--- src/rtl/addr_gen_upd_rd.sv ---
// Read-address generator for the LSTM weight update: sweeps the W, U and b regions in order,
// holding each address for DELAY enabled cycles so the update datapath can consume it.
module addr_gen_upd_rd #(
  parameter int ADDR_WIDTH = 12,
  parameter int NUM_CELL   = 8,
  parameter int NUM_INPUT  = 53,
  parameter int DELAY      = 7
) (
  input  logic                  clk,
  input  logic                  rst,
  input  logic                  start,
  input  logic                  en,
  output logic [ADDR_WIDTH-1:0] o_addr,
  output logic [1:0]            o_sel,
  output logic                  o_valid,
  output logic                  o_busy,
  output logic                  o_done
);

  typedef enum logic [2:0] {IDLE, RD_W, RD_U, RD_B, DONE} state_t;

  localparam logic [ADDR_WIDTH-1:0] W_LAST    = ADDR_WIDTH'(NUM_CELL * NUM_INPUT - 1);
  localparam logic [ADDR_WIDTH-1:0] U_LAST    = ADDR_WIDTH'(NUM_CELL * NUM_CELL - 1);
  localparam logic [ADDR_WIDTH-1:0] B_LAST    = ADDR_WIDTH'(NUM_CELL - 1);
  localparam logic [ADDR_WIDTH-1:0] HOLD_LAST = ADDR_WIDTH'(DELAY - 1);

  state_t                  state, state_n;
  logic [ADDR_WIDTH-1:0]   hold_cnt, hold_cnt_n;
  logic [ADDR_WIDTH-1:0]   addr_n;
  logic [ADDR_WIDTH-1:0]   region_last;
  logic [1:0]              sel_n;
  logic                    valid_n, busy_n, done_n;

  always_ff @(posedge clk) begin
    if (!rst) begin
      state    <= IDLE;
      hold_cnt <= '0;
      o_addr   <= '0;
      o_sel    <= 2'd0;
      o_valid  <= 1'b0;
      o_busy   <= 1'b0;
      o_done   <= 1'b0;
    end else begin
      state    <= state_n;
      hold_cnt <= hold_cnt_n;
      o_addr   <= addr_n;
      o_sel    <= sel_n;
      o_valid  <= valid_n;
      o_busy   <= busy_n;
      o_done   <= done_n;
    end
  end

  // Outputs are computed one cycle ahead so that every port comes straight from a flop.
  always_comb begin
    state_n     = state;
    hold_cnt_n  = hold_cnt;
    addr_n      = o_addr;
    sel_n       = o_sel;
    valid_n     = o_valid;
    busy_n      = o_busy;
    done_n      = o_done;
    region_last = W_LAST;

    case (state)
      RD_U:    region_last = U_LAST;
      RD_B:    region_last = B_LAST;
      default: region_last = W_LAST;
    endcase

    unique case (state)
      IDLE: begin
        hold_cnt_n = '0;
        addr_n     = '0;
        sel_n      = 2'd0;
        valid_n    = 1'b0;
        busy_n     = 1'b0;
        done_n     = 1'b0;
        if (start) begin
          state_n = RD_W;
          valid_n = 1'b1;
          busy_n  = 1'b1;
        end
      end

      RD_W, RD_U, RD_B: begin
        if (en) begin
          if (hold_cnt == HOLD_LAST) begin
            hold_cnt_n = '0;
            if (o_addr == region_last) begin
              addr_n = '0;
              case (state)
                RD_W: begin
                  state_n = RD_U;
                  sel_n   = 2'd1;
                end
                RD_U: begin
                  state_n = RD_B;
                  sel_n   = 2'd2;
                end
                default: begin
                  state_n = DONE;
                  sel_n   = 2'd0;
                  valid_n = 1'b0;
                  busy_n  = 1'b0;
                  done_n  = 1'b1;
                end
              endcase
            end else begin
              addr_n = o_addr + ADDR_WIDTH'(1);
            end
          end else begin
            hold_cnt_n = hold_cnt + ADDR_WIDTH'(1);
          end
        end
      end

      DONE: begin
        state_n    = IDLE;
        hold_cnt_n = '0;
        addr_n     = '0;
        sel_n      = 2'd0;
        valid_n    = 1'b0;
        busy_n     = 1'b0;
        done_n     = 1'b0;
      end

      default: state_n = IDLE;
    endcase
  end

endmodule

--- config.mk ---
export PLATFORM = sky130hd
export DESIGN_NAME = addr_gen_upd_rd
export DESIGN_NICKNAME = d
export VERILOG_FILES = /design/src/rtl/addr_gen_upd_rd.sv
export SDC_FILE = /design/constraint.sdc
export NUM_CORES = 1
export LEC_CHECK = 0
export CAP_MARGIN = 10
export CORE_UTILIZATION = 40
export CTS_CLUSTER_SIZE = 10
export DETAILED_ROUTE_END_ITERATION = 8
export GPL_TIMING_DRIVEN = 0
export SYNTH_ARGS = -nofsm -noshare
export SYNTH_HDL_FRONTEND = slang
export SYNTH_SLANG_ARGS = --single-unit
export TNS_END_PERCENT = 100
--- constraint.sdc ---
create_clock -name clk -period 3.9 [get_ports clk]
set_input_delay 0.78 -clock clk [delete_from_list [all_inputs] [get_ports clk]]
set_output_delay 0.78 -clock clk [all_outputs]
set_load 0.02 [all_outputs]
==> flow_summary.ini, run 1 <==
[status]
status = complete, no violations

[place]
place_hpwl_um = 2826
gp_congestion = 0.8341
dp.cells = 268
port_buffers = 19

[global_route]
grt_max_degree = 11
grt_pass1_vias = 1423
grt_pass1_wl_um = 6617
grt.overflow.total = 0
grtUsageTotal = 0.2001
antenna_found_initial = 0

[drt]
wire_per_inst_um = 13.71
routed_wl_um = 3783
drtIter0Drc = 83
ant_nets = 0
dr.pass1.iters = 5
vias_per_cell = 5.594
drc_errors = 0
via_count = 1544

[sta]
fin_setup_tns_ns = 0
setup_viol = 0
post-route-period-util = 0.6446
whs_ns = 0.4869
rsz0062_at_grt = false
drv_slew = 0
worst_pin_slew_ns = 0.8860
hold_violations = 0
finalClockSkew_ns = 0.004854
fmax_mhz = 397.8
period_minus_slack_ns = 2.514
slew_headroom = 0.4039

[power_and_ir_drop]
p_leak_nw = 0.6755
p_per_area_nw_per_um2 = 318.2
peakVddDrop_uv = 208.4
total_power_uw = 635.7

[yosys]
synth-main-ff-cell = dfxtp_1
synthAdderAreaFrac = 0.02278
synth_xor_xnor_area_share = 0.05315
synth_fp_nets = 208
syn_area_per_cell_um2 = 8.198
ys_ff_latch = 31
synth_area_um2 = 1648
synth_cell_types = 47
synth_cells = 201
synth-seq-area-share = 0.3766
synth_compound_area_frac = 0.1875
synth_simple_gate_area_frac = 0.3022
synthArstFlopShare = 0
synth_top_family_by_area = simple AND/OR/NAND/NOR gates
synth_enable_flop_cells = 0
synth_mux_area_frac = 0.01291
ys_warn_count = 0

[clock_tree]
clkTransAtPathRegs_ns = 0.06
post_cts_buffers = 0
cts-resized-gates = 0
cts_sinks = 31
cts_htree_levels = 2
clockRootBuffer = clkbuf_8
cts_hold_buffers = 0
clock_latency_ns = 0.28
cts_made_buffers = 5
tritoncts = yes
cts.path.max_buffers = 2

[critical_path]
cp.arrival_ns = 2.70
cp-start-kind = primary input
critPathKind = primary input to flop
r2r_setup_slack_ns = 1.54
cp-end-kind = flop
required_ns = 4.09
worstPathMaxFanout = 7

[layout]
n_antenna_cell = 0
final_cells = 276
final_cell_mix = 31 x dfxtp_1, 20 x nor2_1, 19 x clkdlybuf4s50_1
fin_nets = 234
final_util = 0.5260
layout-drive-gt1-share = 0.07018
area_delta_synth_final_pct = 21.26
layout_commonest_cell = dfxtp_1

[floorplanning]
start_util = 0.4338
die_h_um = 66.19
die_w_um = 66.19
num_rows = 22
dieArea_um2 = 4380
ios = 21
core_um2 = 3799

[hold_path]
hp-class = flop to flop

[job]
cap_violations = 0
==> worst paths after layout <==
path,from,end,cells after the start
min,o_sel[1],o_sel[1],2
max reg2reg,state[1],o_addr[9],8
min reg2reg,o_sel[1],o_sel[1],2
max,en,o_addr[11],6
==> kinds of logic after synthesis <==
group,Yosys count
AOI/OAI and AO/OA,44
xor gates and xnor gates,10
adders and majority gates,3
buffers and inverters,16
DFF,31
muxes,2
and+or+nand+nor,95
==> worst max-delay path, stage by stage <==
cell and delay (ns):
clkdlybuf4s50_1 0.52, nor2b_1 0.23, nor2_1 0.15, nor2_1 0.38
nand4_1 0.32, o31ai_1 0.32
==> through the flow <==
| stage | setup WS (ns) | cell area (um2) |
|---|---|---|
| final | 1.386 | 1998 |
| after global routing | 1.157 | 1998 |
| after CTS | 1.388 | 1998 |
| after detailed placement | 1.090 | 1898 |
| after global placement | 1.161 | 1898 |
| after floorplan | 1.688 | 1648 |
==> layout make-up <==
type	count	area, um2
fillers	355	1800
plain buffers	10	51.30
multi-input cells	154	953.4
flip-flops and latches	31	620.6
inverters	6	22.52
repair buffers	19	190.2
clock buffers	8	100.1
well taps	48	60.06
==> synthesized netlist by cell type, types with 8 or more instances <==
| master | number | share of area |
|---|---|---|
| o21ai_0 | 9 | 0.027 |
| dfxtp_1 | 31 | 0.38 |
| nand2_1 | 18 | 0.041 |
| nor2_1 | 20 | 0.046 |
| nor3_1 | 8 | 0.024 |
| nand3_1 | 13 | 0.039 |
==> registers in the layout (all words and copies together), names as in the netlist <==
register  cells
state         3
hold_cnt     12
o_sel         2
o_busy        1
o_done        1
o_addr       12
==> routing by layer <==
layer / track usage / wire [um] / vias up
met5: 0 / 0 / -
met4: 0.08777 / 56 / 0
met3: 0.05000 / 168 / 5
met2: 0.2985 / 1643 / 35
met1: 0.2700 / 1915 / 720
li1: - / - / 784
==> where the power goes <==
part	switching, mW	internal (mW)
combinational	0.0223	0.0153
sequential	0.00204	0.319
clock	0.116	0.161
total	0.140	0.495
Power figures use the tool's default switching activity.
==> run 2: changes to the inputs <==
==> constraint.sdc (replaced) <==
create_clock -name clk -period 2.5 [get_ports clk]
set_input_delay 0.5 -clock clk [delete_from_list [all_inputs] [get_ports clk]]
set_output_delay 0.5 -clock clk [all_outputs]
set_load 0.02 [all_outputs]
==> run 2 against run 1 <==
Setup slack got worse by 1.2 ns. Count of clock-buffer cells in the layout unchanged. Wire length increased by 0.85%. Critical endpoint is now state[1]. Largest cell class unchanged. Largest power group unchanged.
==> flow_summary.ini, run 2 (same netlist as run 1, synthesis figures left out) <==
[status]
status = complete, no violations

[layout]
final_cell_mix = 31 x dfxtp_1, 20 x nor2_1, 19 x clkdlybuf4s50_1
final_cells = 276
final_area_um2 = 2016
area_delta_synth_final_pct = 22.32
fin_nets = 234
layout-drive-gt1-share = 0.08333
n_antenna_cell = 0
reg_top3 = hold_cnt: 12 flops, o_addr: 12 flops, state: 3 flops
layout_commonest_cell = dfxtp_1

[critical_path]
cp-start-kind = flop
critPathKind = flop to flop
cp.arrival_ns = 2.50
worstPathMaxFanout = 8
cp_slowest_stage_delay_ns = 0.47
path_delay_family = simple AND/OR/NAND/NOR gates
crit_slowest_cell = or4_1
cp_num_buf_inv = 2
crit_chain = buf_6 > a211o_1 > mux2_2 > or4_1 > clkbuf_2 > or4_1 > a21oi_1
r2r_setup_slack_ns = 0.22
cp-end-kind = flop
crit_top_cell = or4_1
required_ns = 2.72

[power_and_ir_drop]
p_leak_nw = 0.6765
peakVddDrop_uv = 326.1
p_per_area_nw_per_um2 = 493.3

[sta]
drv_slew = 0
post-route-period-util = 0.9121
setup_viol = 0
hold_violations = 0
fin_setup_tns_ns = 0
slew_headroom = 0.6184
rsz0062_at_grt = false
fin_ws_ns = 0.2198
fmax_mhz = 438.6
worst_pin_slew_ns = 0.5662
period_minus_slack_ns = 2.280
finalClockSkew_ns = 0.005220
whs_ns = 0.4898

[floorplanning]
ios = 21
num_rows = 22
core_um2 = 3799
die_w_um = 66.19
die_h_um = 66.19
dieArea_um2 = 4380
start_util = 0.4338

[clock_tree]
clockRootBuffer = clkbuf_8
clkTransAtPathRegs_ns = 0.06
cts.path.max_buffers = 2
cts_htree_levels = 2
cts_sinks = 31
cts_made_buffers = 5
cts_hold_buffers = 0
clock_latency_ns = 0.28
tritoncts = yes

[place]
dp.cells = 268
place_area_um2 = 1898
place_hpwl_um = 2826
dpl_worst_slack_ns = -0.03015
gp_congestion = 0.8341
port_buffers = 19

[global_route]
antenna_found_initial = 0
grt_pass1_wl_um = 6617
grt.overflow.total = 0
grtUsageTotal = 0.2001
grt_pass1_vias = 1423
grt_max_degree = 11

[drt]
drtIter0Drc = 118
drc_errors = 0
via_count = 1546
vias_per_cell = 5.601
wire_per_inst_um = 13.82
ant_nets = 0
routed_wl_um = 3815
dr.pass1.iters = 5

[hold_path]
hp-class = flop to flop

[job]
cap_violations = 0
## run 2: cell type report
type | count | area [um2]
well taps | 48 | 60.06
multi-input cells | 154 | 970.9
flip-flops and latches | 31 | 620.6
fillers | 354 | 1783
inverters | 6 | 22.52
plain buffers | 10 | 51.30
clock buffers | 8 | 100.1
repair buffers | 19 | 190.2
## run 2: worst register-to-register path: stages (launching register included)
cell and delay [ns]:
dfxtp_1 0.30, buf_6 0.13, a211o_1 0.24, mux2_2 0.29, or4_1 0.47, clkbuf_2 0.17, or4_1 0.47, a21oi_1 0.14
## run 2: path summary, 6_finish.rpt
path | from | to | cells past startpoint
max | state[0] | state[1] | 7
min | o_sel[1] | o_sel[1] | 2
max reg2reg | state[0] | state[1] | 7
min reg2reg | o_sel[1] | o_sel[1] | 2
## run 2: per-stage QoR
step	utilization	power, mW
after global placement	0.4997	0.5702
after CTS	0.5260	1.008
after detailed placement	0.4997	0.5710
after floorplan	-	0.5517
final	0.5306	0.9944
after global routing	0.5306	1.042
## run 2: per-layer routing
| metal | track usage | share of wire |
|---|---|---|
| met4 | 0.08777 | 0.015 |
| met5 | 0 | 0 |
| met1 | 0.2700 | 0.52 |
| met3 | 0.05000 | 0.037 |
| met2 | 0.2985 | 0.43 |
## run 2: power by group
| part | total (mW) | internal [mW] | switching (mW) |
|---|---|---|---|
| clock network | 0.433 | 0.251 | 0.182 |
| logic | 0.0599 | 0.0243 | 0.0356 |
| registers | 0.501 | 0.498 | 0.00318 |
| total | 0.994 | 0.773 | 0.221 |
## run 2: what timing repair did
| item | in CTS | in global routing |
|---|---|---|
| resized for setup | 0 | 3 |
| setup buffers | 0 | 0 |
| endpoints found under the setup margin | 0 | 6 |
